## config.mk

```make
export PLATFORM = sky130hd
export DESIGN_NAME = seg7_scan_mux
export DESIGN_NICKNAME = d
export VERILOG_FILES = /design/src/rtl/seg7_scan_mux.sv
export SDC_FILE = /design/constraint.sdc
export NUM_CORES = 1
export LEC_CHECK = 0
export BUFFER_PORTS_ARGS = -buffer_cell sky130_fd_sc_hd__buf_2
export CAP_MARGIN = 25
export CORE_UTILIZATION = 25
export CTS_BUF_LIST = sky130_fd_sc_hd__clkbuf_16
export DETAILED_ROUTE_END_ITERATION = 7
export SYNTH_ARGS = -nofsm -noshare
export SYNTH_HDL_FRONTEND = slang
export SYNTH_SLANG_ARGS = --single-unit
```

## constraint.sdc

```tcl
create_clock -name clk -period 3.1 [get_ports clk]
set_input_delay 0.93 -clock clk [delete_from_list [all_inputs] [get_ports clk]]
set_output_delay 0.93 -clock clk [all_outputs]
set_load 0.05 [all_outputs]
```

## src/rtl/seg7_scan_mux.sv

```systemverilog
// Four-digit multiplexed seven-segment driver; the divided scan clock is sampled as data.
// Define SEG7_LEAD_ZERO_BLANK_EN to blank leading zero digits 3..1 (digit 0 is always shown).
module seg7_scan_mux #(
   parameter int SYNC_STAGES  = 2,
   parameter int BLANK_CYCLES = 16
) (
   input  logic        clk,
   input  logic        rst_n,
   input  logic        scan_clk,
   input  logic        en,
   input  logic [15:0] value,
   input  logic [3:0]  dp_in,
   output logic [3:0]  an,
   output logic [6:0]  seg,
   output logic        dp
);

   localparam int CNT_W    = (BLANK_CYCLES > 1) ? $clog2(BLANK_CYCLES) : 1;
   localparam int CNT_LAST = (BLANK_CYCLES > 0) ? (BLANK_CYCLES - 1) : 0;

   typedef enum logic [1:0] {
      ST_IDLE  = 2'd0,
      ST_BLANK = 2'd1,
      ST_DRIVE = 2'd2
   } state_t;

   // With blanking disabled a tick lands directly on the next digit.
   localparam state_t TICK_DST = (BLANK_CYCLES == 0) ? ST_DRIVE : ST_BLANK;

   logic [SYNC_STAGES-1:0] r_sync;
   logic                   r_hist;
   state_t                 r_state;
   logic [1:0]             r_idx;
   logic [CNT_W-1:0]       r_cnt;
   logic [15:0]            r_snap_val;
   logic [3:0]             r_snap_dp;
   logic [3:0]             r_an;
   logic [6:0]             r_seg;
   logic                   r_dp;

   logic                   w_tick;
   state_t                 w_state_nxt;
   logic [1:0]             w_idx_nxt;
   logic [CNT_W-1:0]       w_cnt_nxt;
   logic                   w_snap_load;
   logic [15:0]            w_snap_val_nxt;
   logic [3:0]             w_snap_dp_nxt;
   logic [3:0]             w_nib;
   logic [3:0]             w_an_nxt;
   logic [6:0]             w_seg_nxt;
   logic                   w_dp_nxt;

   function automatic logic [6:0] hex7(input logic [3:0] nib);
      logic [6:0] s;
      case (nib)
         4'h0:    s = 7'h40;
         4'h1:    s = 7'h79;
         4'h2:    s = 7'h24;
         4'h3:    s = 7'h30;
         4'h4:    s = 7'h19;
         4'h5:    s = 7'h12;
         4'h6:    s = 7'h02;
         4'h7:    s = 7'h78;
         4'h8:    s = 7'h00;
         4'h9:    s = 7'h10;
         4'hA:    s = 7'h08;
         4'hB:    s = 7'h03;
         4'hC:    s = 7'h46;
         4'hD:    s = 7'h21;
         4'hE:    s = 7'h06;
         4'hF:    s = 7'h0E;
         default: s = 7'h7F;
      endcase
      return s;
   endfunction

`ifdef SEG7_LEAD_ZERO_BLANK_EN
   // A digit is a leading zero when it and every more significant nibble are zero.
   function automatic logic lead_blank(input logic [15:0] val, input logic [1:0] idx);
      logic b;
      case (idx)
         2'd1:    b = (val[15:4] == 12'h000);
         2'd2:    b = (val[15:8] == 8'h00);
         2'd3:    b = (val[15:12] == 4'h0);
         default: b = 1'b0;
      endcase
      return b;
   endfunction
`endif

   assign w_tick = r_sync[SYNC_STAGES-1] & ~r_hist;
   assign an     = r_an;
   assign seg    = r_seg;
   assign dp     = r_dp;

   // Synchronizer chain plus edge history for the scan clock.
   always_ff @(posedge clk or negedge rst_n) begin
      if (!rst_n) begin
         r_sync <= '0;
         r_hist <= 1'b0;
      end else begin
         r_sync <= {r_sync[SYNC_STAGES-2:0], scan_clk};
         r_hist <= r_sync[SYNC_STAGES-1];
      end
   end

   // State, digit index, blank counter and frame snapshot.
   always_ff @(posedge clk or negedge rst_n) begin
      if (!rst_n) begin
         r_state    <= ST_IDLE;
         r_idx      <= 2'd0;
         r_cnt      <= '0;
         r_snap_val <= 16'h0000;
         r_snap_dp  <= 4'h0;
      end else begin
         r_state    <= w_state_nxt;
         r_idx      <= w_idx_nxt;
         r_cnt      <= w_cnt_nxt;
         r_snap_val <= w_snap_val_nxt;
         r_snap_dp  <= w_snap_dp_nxt;
      end
   end

   // Next-state logic; en low overrides any pending tick.
   always_comb begin
      w_state_nxt = r_state;
      w_idx_nxt   = r_idx;
      w_cnt_nxt   = r_cnt;
      w_snap_load = 1'b0;
      if (!en) begin
         w_state_nxt = ST_IDLE;
         w_idx_nxt   = 2'd0;
         w_cnt_nxt   = '0;
      end else begin
         case (r_state)
            ST_IDLE: begin
               w_idx_nxt = 2'd0;
               w_cnt_nxt = '0;
               if (w_tick) begin
                  w_snap_load = 1'b1;
                  w_state_nxt = TICK_DST;
               end else begin
                  w_state_nxt = ST_IDLE;
               end
            end
            ST_BLANK: begin
               if (w_tick) begin
                  w_idx_nxt   = r_idx + 2'd1;
                  w_snap_load = (r_idx == 2'd3);
                  w_cnt_nxt   = '0;
               end else if (r_cnt == CNT_W'(CNT_LAST)) begin
                  w_state_nxt = ST_DRIVE;
                  w_cnt_nxt   = '0;
               end else begin
                  w_cnt_nxt = r_cnt + CNT_W'(1);
               end
            end
            ST_DRIVE: begin
               if (w_tick) begin
                  w_idx_nxt   = r_idx + 2'd1;
                  w_snap_load = (r_idx == 2'd3);
                  w_cnt_nxt   = '0;
                  w_state_nxt = TICK_DST;
               end else begin
                  w_state_nxt = ST_DRIVE;
               end
            end
            default: begin
               w_state_nxt = ST_IDLE;
               w_idx_nxt   = 2'd0;
               w_cnt_nxt   = '0;
            end
         endcase
      end
   end

   // Outputs are decoded from the next state so they change on the same edge as the state.
   always_comb begin
      w_snap_val_nxt = w_snap_load ? value : r_snap_val;
      w_snap_dp_nxt  = w_snap_load ? dp_in : r_snap_dp;
      w_nib          = w_snap_val_nxt[{w_idx_nxt, 2'b00} +: 4];
      w_an_nxt       = 4'hF;
      w_seg_nxt      = 7'h7F;
      w_dp_nxt       = 1'b1;
      if (w_state_nxt == ST_DRIVE) begin
         w_an_nxt = ~(4'b0001 << w_idx_nxt);
`ifdef SEG7_LEAD_ZERO_BLANK_EN
         if (lead_blank(w_snap_val_nxt, w_idx_nxt)) begin
            w_seg_nxt = 7'h7F;
         end else begin
            w_seg_nxt = hex7(w_nib);
         end
`else
         w_seg_nxt = hex7(w_nib);
`endif
         w_dp_nxt = ~w_snap_dp_nxt[w_idx_nxt];
      end else begin
         w_an_nxt  = 4'hF;
         w_seg_nxt = 7'h7F;
         w_dp_nxt  = 1'b1;
      end
   end

   // Output registers.
   always_ff @(posedge clk or negedge rst_n) begin
      if (!rst_n) begin
         r_an  <= 4'hF;
         r_seg <= 7'h7F;
         r_dp  <= 1'b1;
      end else begin
         r_an  <= w_an_nxt;
         r_seg <= w_seg_nxt;
         r_dp  <= w_dp_nxt;
      end
   end

endmodule

```

==> impl_metrics.csv, run 1 <==
group,metric,value,unit
outcome,status,"complete, no violations",
yosys,syn-mean-instance-area,11.7,um^2
yosys,ys_warn_count,0,
yosys,synth-simple-area-share,12.4,%
floorplanning,ios,36,
worst_setup_path,cp.arrival,3.06,ns
global_routing,antenna_found_initial,0,
routing,routed_via_density,4.63,
cts,cts_tree,"yes",
yosys,synth_flop_cell,"dfrtp_1",
global_routing,grt_max_degree,44,
power,peakVddDrop,0.214,mV
yosys,syn_nets,231,
sta,final_hold_viol_count,0,
layout,syn2layout_area_growth,21.4,%
routing,route.detailed.drc,0,
yosys,synth_seq_cells,43,
cts,post-cts-setup-buffers,0,
cts,clk_latency,0.28,ns
worst_hold_path,hp-class,"reg -> reg",
layout,regArea,0.00109,mm^2
cts,cts-htree-levels,2,
global_routing,grt_pass1_wl,8160,um
layout,finalNetCount,275,
yosys,synth_edf_count,0,
yosys,ys_seq_area_share,48.0,%
routing,num_vias,1611,
layout,insertedDiodeCount,0,
placed_design,dp_hpwl,3580,um
yosys,postSynth.asyncResetShare,100,%
sta,max_freq,0.351,GHz
layout,instances_no_fill,348,
routing,drt_iter0_markers,145,
sta,setup_violations,0,
placed_design,placed_cells,339,
routing,ant_nets,0,
worst_setup_path,end_kind,"flip-flop",
floorplanning,core,0.00876,mm^2
placed_design,io_buffers,35,
sta,post-route-min-period,2.85,ns
cts,cts.repair.resized,0,
global_routing,grt_usage,10.9,%
cts,cts_root_buf,"clkbuf_16",
power,power.total,0.00144,W
worst_setup_path,crit_path_max_fanout,16,
power,powerDensity,521,mW/mm^2
sta,fin_crit_sh,91.8,%
placed_design,place.gp.congestion,0.813,
sta,rsz0062_at_grt,"no",
routing,drt-total-wl,4890,um
cts,cts_sinks,43,
cts,clk_path_buf_depth,2,
yosys,synth.area.mux_share,15.8,%
yosys,synth_xor_area_share,0.715,%
worst_setup_path,reg2reg_setup_slack,0.25,ns
layout,num-fill-cells,903,
yosys,synth_compound_gate_area_share,12.7,%
cts,clk_pin_slew,0.06,ns
power,leakagePower,1.18,nW
worst_setup_path,startpoint_type,"flip-flop",
worst_setup_path,required,3.32,ns
worst_setup_path,path_class,"reg -> reg",
sta,slew_violations,0,
yosys,synthAdderAreaFrac,6.60,%
floorplanning,die-area,0.00948,mm^2
global_routing,grt_pass1_vias,1612,
floorplanning,start_util,25.9,%
floorplanning,die_w,97.4,um
sta,fin_tns_setup,0,ns
yosys,syn_area,0.00227,mm^2
routing,first_pass_iters,4,
routing,routedWlPerCell,14.0,um
yosys,netlist-cell-type-count,55,
yosys,synth_top_family_by_area,"multiplexers",
cts,cts_made_buffers,5,
sta,fin_skew,0.00481,ns
sta,worstMarginPinSlew,0.372,ns
floorplanning,die_h,97.4,um
flow_run,drv_cap,0,
layout,drive_gt1_share,38.8,%
floorplanning,rows,34,
layout,multiInputGateArea,0.00110,mm^2
placed_design,placed_cell_area,0.00260,mm^2
global_routing,grt.overflow.total,0,
yosys,syn-instance-count,195,
layout,final_area,0.00276,mm^2
sta,relSlewSlack,74.7,%
cts,ctsHoldBuffers,0,
==> placed cells by master, fill, tap and decap left out, drive strengths merged, types with 4 or more instances in the layout <==
| cell type | netlist | routed |
|---|---|---|
| buf | 5 | 43 |
| dfrtp | 31 | 31 |
| mux2 | 19 | 19 |
| nand2 | 15 | 15 |
| mux2i | 13 | 13 |
| ha | 12 | 12 |
| dfstp | 12 | 12 |
| o21ai | 12 | 12 |
| nand3 | 10 | 10 |
| inv | 9 | 10 |
| nor2 | 8 | 8 |
| a21oi | 7 | 7 |
| clkbuf | 1 | 5 |
| nor3 | 4 | 4 |
==> layer usage <==
layer | share of wire [%] | GRT usage, % | vias up
met5 | 0 | 0 | -
met4 | 0.88 | 3.39 | 0
met3 | 3.4 | 2.52 | 5
met2 | 46 | 17.1 | 27
met1 | 49 | 15.0 | 786
li1 | - | - | 793
==> path summary, 6_finish.rpt <==
kind                                 start        end  depth (start not counted)
max in group asynchronous            rst_n         dp                          2
worst min-delay path             r_sync[0]  r_sync[1]                          0
worst min register to register   r_sync[0]  r_sync[1]                          0
min in group asynchronous            rst_n     seg[1]                          1
worst max register to register  r_state[0]     seg[3]                         11
worst max-delay path            r_state[0]     seg[3]                         11
==> cells in the mapped netlist (3+ instances only) <==
cell type | number | area (um^2)
buf_6 | 3 | 33.8
mux2_2 | 14 | 158
nor2_1 | 6 | 22.5
ha_1 | 12 | 150
dfstp_2 | 12 | 315
inv_1 | 8 | 30.0
nand3_1 | 10 | 50.1
a211oi_1 | 3 | 22.5
mux2i_1 | 12 | 120
mux2_4 | 3 | 45.0
dfrtp_1 | 31 | 776
o21ai_0 | 8 | 40.0
nor3_1 | 4 | 20.0
nand2_1 | 14 | 52.6
o21ai_1 | 3 | 15.0
a21oi_1 | 6 | 30.0
==> area by class of cell <==
cell class	instances	area share, %
multi-input combinational	137	39.7
sequential	43	39.5
timing repair buffer	43	9.43
tap	108	4.90
clock buffer	5	4.53
inverter	9	1.31
clock inverter	3	0.589
==> where the power goes <==
group	switching, W	internal (W)
Sequential	0.0000167	0.000619
Combinational	0.000157	0.000135
Clock	0.000216	0.000294
==> worst max-delay path, cell delays in order, from the launching register on <==
cell and delay [ns]:
dfrtp_1 0.42, ha_1 0.24, nand4bb_1 0.27, nor2_2 0.19, buf_12 0.17, mux2_2 0.35, mux2i_1 0.19, mux2i_2 0.16
inv_1 0.16, ha_1 0.27, o211a_1 0.23, o21ai_1 0.12
==> stage by stage <==
stage                     hold WS [ns]  setup slack, ns  util (%)
after floorplan                  0.331            0.310         -
after global placement           0.334           0.0208      29.7
after detailed placement         0.337          0.00943      29.7
after CTS                        0.352            0.252      31.3
after global routing             0.361            0.114      31.5
final                            0.349            0.255      31.5
==> sequential cells by signal (all words and copies together) (netlist names) <==
signal / count
an: 4
dp: 1
r_cnt: 4
r_hist: 1
r_idx: 2
r_snap_dp: 4
r_snap_val: 16
r_state: 2
r_sync: 2
seg: 7
==> cells by family after synthesis <==
| kind of cell | Yosys count |
|---|---|
| and+or+nand+nor | 51 |
| DFF | 43 |
| AOI/OAI and AO/OA | 41 |
| muxes | 32 |
| buffers and inverters | 15 |
| adders and majority gates | 12 |
| xor gates and xnor gates | 1 |
No activity file was read; power rests on OpenSTA's default activity.
==> inputs of run 2 (changes only) <==
--- a/config.mk
+++ b/config.mk
@@ -5,11 +5,13 @@
 export SDC_FILE = /design/constraint.sdc
 export NUM_CORES = 1
 export LEC_CHECK = 0
+export ABC_AREA = 1
 export BUFFER_PORTS_ARGS = -buffer_cell sky130_fd_sc_hd__buf_2
 export CAP_MARGIN = 25
 export CORE_UTILIZATION = 25
 export CTS_BUF_LIST = sky130_fd_sc_hd__clkbuf_16
 export DETAILED_ROUTE_END_ITERATION = 7
+export HOLD_SLACK_MARGIN = 0.12
 export SYNTH_ARGS = -nofsm -noshare
 export SYNTH_HDL_FRONTEND = slang
 export SYNTH_SLANG_ARGS = --single-unit
==> impl_metrics.csv, run 2 <==
group,metric,value,unit
yosys,synth_edf_count,0,
layout,finalNetCount,378,
yosys,ys_seq_area_share,45.1,%
worst_hold_path,min_to,"r_sync[1]",
worst_setup_path,path_buf_inv,3,
worst_setup_path,crit_path_max_fanout,16,
placed_design,io_buffers,35,
layout,regMostFlops,"r_snap_val",
yosys,syn_area,0.00242,mm^2
layout,multiInputGateArea,0.00114,mm^2
sta,fin_tns_setup,0,ns
yosys,ys_warn_count,0,
sta,post-route-min-period,2.49,ns
floorplanning,ios,36,
worst_setup_path,required,3.29,ns
worst_setup_path,r2r-end,"seg[3]",
worst_hold_path,hold_depth,0,
yosys,syn-instance-count,301,
sta,setup_ws,0.609,ns
yosys,yosysTopAreaCellShare,32.1,%
global_routing,busiest_layer,"met2",
cts,cts_tree,"yes",
routing,drt_iter0_markers,113,
layout,largest_register_ffs,16,
flow_run,drv_cap,0,
sta,worstMarginPinSlew,0.528,ns
floorplanning,start_util,25.9,%
power,power.total,0.00139,W
layout,drive_gt1_share,26.5,%
yosys,synth_seq_cells,43,
yosys,synth_top_cell_by_area,"dfrtp_1",
worst_setup_path,max_stage_delay,0.39,ns
global_routing,antenna_found_initial,0,
placed_design,placed_cell_area,0.00274,mm^2
global_routing,grt_pass1_wl,9300,um
worst_setup_path,critPathSlowestCell,"dfrtp_1",
layout,insertedDiodeCount,0,
power,leakagePower,1.43,nW
global_routing,grt.overflow.total,0,
cts,cts-htree-levels,2,
routing,routed_via_density,4.15,
cts,clk_path_buf_depth,2,
sta,relSlewSlack,64.7,%
yosys,netlist_top_cells_area,"dfrtp_1 (32%), nand2_1 (16%), dfstp_2 (13%)",
worst_setup_path,path_cells,"inv_1 > ha_1 > nand2_1 > nand2_2 > buf_4 > nand3_1 > nand2_1 > nand2_1 > nand2_1 > nor2_2 > inv_1 > ha_1 > nand2_1 > nand2_1 > nand2_1 > nand3_1",
worst_setup_path,path_class,"reg -> reg",
global_routing,grt_pass1_vias,1884,
cts,cts_sinks,43,
yosys,netlist-cell-type-count,29,
cts,clk_pin_slew,0.06,ns
routing,num_vias,1957,
global_routing,grtUsageMet1,16.7,%
sta,rsz0062_at_grt,"no",
routing,ant_nets,0,
global_routing,grt_max_degree,44,
sta,fin_crit_sh,80.4,%
worst_setup_path,rr_worst_depth,16,
floorplanning,die-area,0.0101,mm^2
power,powerDensity,480,mW/mm^2
worst_setup_path,cpLargestDelayFamily,"simple AND/OR/NAND/NOR gates",
placed_design,place.gp.congestion,0.826,
yosys,synth_most_common_cell,"nand2_1",
worst_setup_path,end_kind,"flip-flop",
cts,post-cts-setup-buffers,0,
routing,first_pass_iters,4,
sta,max_freq,0.401,GHz
routing,route.detailed.drc,0,
worst_hold_path,hold_path.startpoint,"r_sync[0]",
sta,slew_violations,0,
layout,num-fill-cells,985,
cts,clk_latency,0.28,ns
yosys,ys_top_cells_by_count,"nand2_1 (103), nand3_1 (41), inv_1 (32)",
worst_hold_path,hp-class,"reg -> reg",
placed_design,dp_hpwl,3940,um
yosys,syn_nets,337,
cts,ctsHoldBuffers,0,
global_routing,use_met2,17.8,%
outcome,status,"complete, no violations",
sta,setup_violations,0,
yosys,synth_flop_cell,"dfrtp_1",
layout,syn2layout_area_growth,19.8,%
yosys,postSynth.asyncResetShare,100,%
worst_setup_path,cpMostUsedCell,"nand2_1",
worst_setup_path,cp.arrival,2.68,ns
worst_setup_path,reg2reg_setup_slack,0.61,ns
power,peakVddDrop,0.195,mV
global_routing,use_met3,2.23,%
floorplanning,die_w,100,um
placed_design,pre_cts_slack,0.327,ns
routing,routedWlPerCell,11.3,um
yosys,syn-mean-instance-area,8.04,um^2
cts,cts_root_buf,"clkbuf_16",
layout,final_area,0.00290,mm^2
floorplanning,rows,35,
floorplanning,core,0.00933,mm^2
sta,fin_skew,0.00658,ns
worst_setup_path,reg2reg_from,"r_state[0]",
sta,final_hold_viol_count,0,
global_routing,grt_usage,12.0,%
cts,cts.repair.resized,0,
layout,instances_no_fill,472,
floorplanning,die_h,100,um
placed_design,placed_cells,463,
routing,drt-total-wl,5320,um
layout,final_common_cell,"nand2_1",
layout,regArea,0.00109,mm^2
cts,cts_made_buffers,5,
worst_setup_path,startpoint_type,"flip-flop",
layout,layout_common_cells,"nand2_1 (103), nand3_1 (41), buf_2 (35)",
-- run 2: cell count changes in the layout (fill, tap and decap cells not counted), moves of 4 or more --
cell / previous run / this run
nand2_1: 14 / 103
nand3_1: 10 / 41
inv_1: 9 / 33
mux2_2: 14 / 0
nand2_2: 1 / 14
mux2i_1: 12 / 0
inv_2: 0 / 6
nor2_1: 6 / 11
o21ai_0: 8 / 4
-- run 2: worst max-delay path by stage --
stage               startpoint     end  cells past startpoint
floorplan                   en  seg[3]                     15
global placement            en  seg[3]                     15
detailed placement          en  seg[3]                     15
CTS                 r_state[0]  seg[3]                     16
global route        r_state[0]  seg[3]                     16
finish              r_state[0]  seg[3]                     16
-- run 2: final cells by class --
cell class / instances / area share [%]
Multi-Input combinational cell: 214 / 39.4
Tap cell: 129 / 5.57
Inverter: 38 / 4.92
Clock buffer: 5 / 4.32
Timing Repair Buffer: 40 / 7.77
Sequential cell: 43 / 37.6
Clock inverter: 3 / 0.388
-- run 2: logic make-up (layout without fill, tap and decap cells) --
family,count (synthesis),in the layout,synth area share [%]
buf+inv,44,86,7.70
flops,43,43,45.1
fa+ha+maj,12,12,6.20
compound gates,15,15,3.98
simple gates,187,187,37.0
-- run 2: where the power goes --
group          internal [W]  leakage [nW]  switching (W)  total [W]
Combinational     0.0000963         0.838       0.000178   0.000275
Clock              0.000290        0.0701       0.000198   0.000487
Sequential         0.000612         0.522      0.0000181   0.000630
-- run 2: metal layers --
layer | vias up | part of all wire (%)
li1 | 1021 | -
met1 | 893 | 51
met2 | 35 | 43
met3 | 8 | 4.2
met4 | 0 | 1.9
met5 | - | 0
-- run 2: metrics by stage --
| stage | utilization [%] | hold WS (ns) |
|---|---|---|
| finish | 31.1 | 0.350 |
| global route | 31.1 | 0.355 |
| CTS | 30.9 | 0.352 |
| detailed placement | 29.4 | 0.339 |
| global placement | 29.4 | 0.339 |
| floorplan | - | 0.331 |
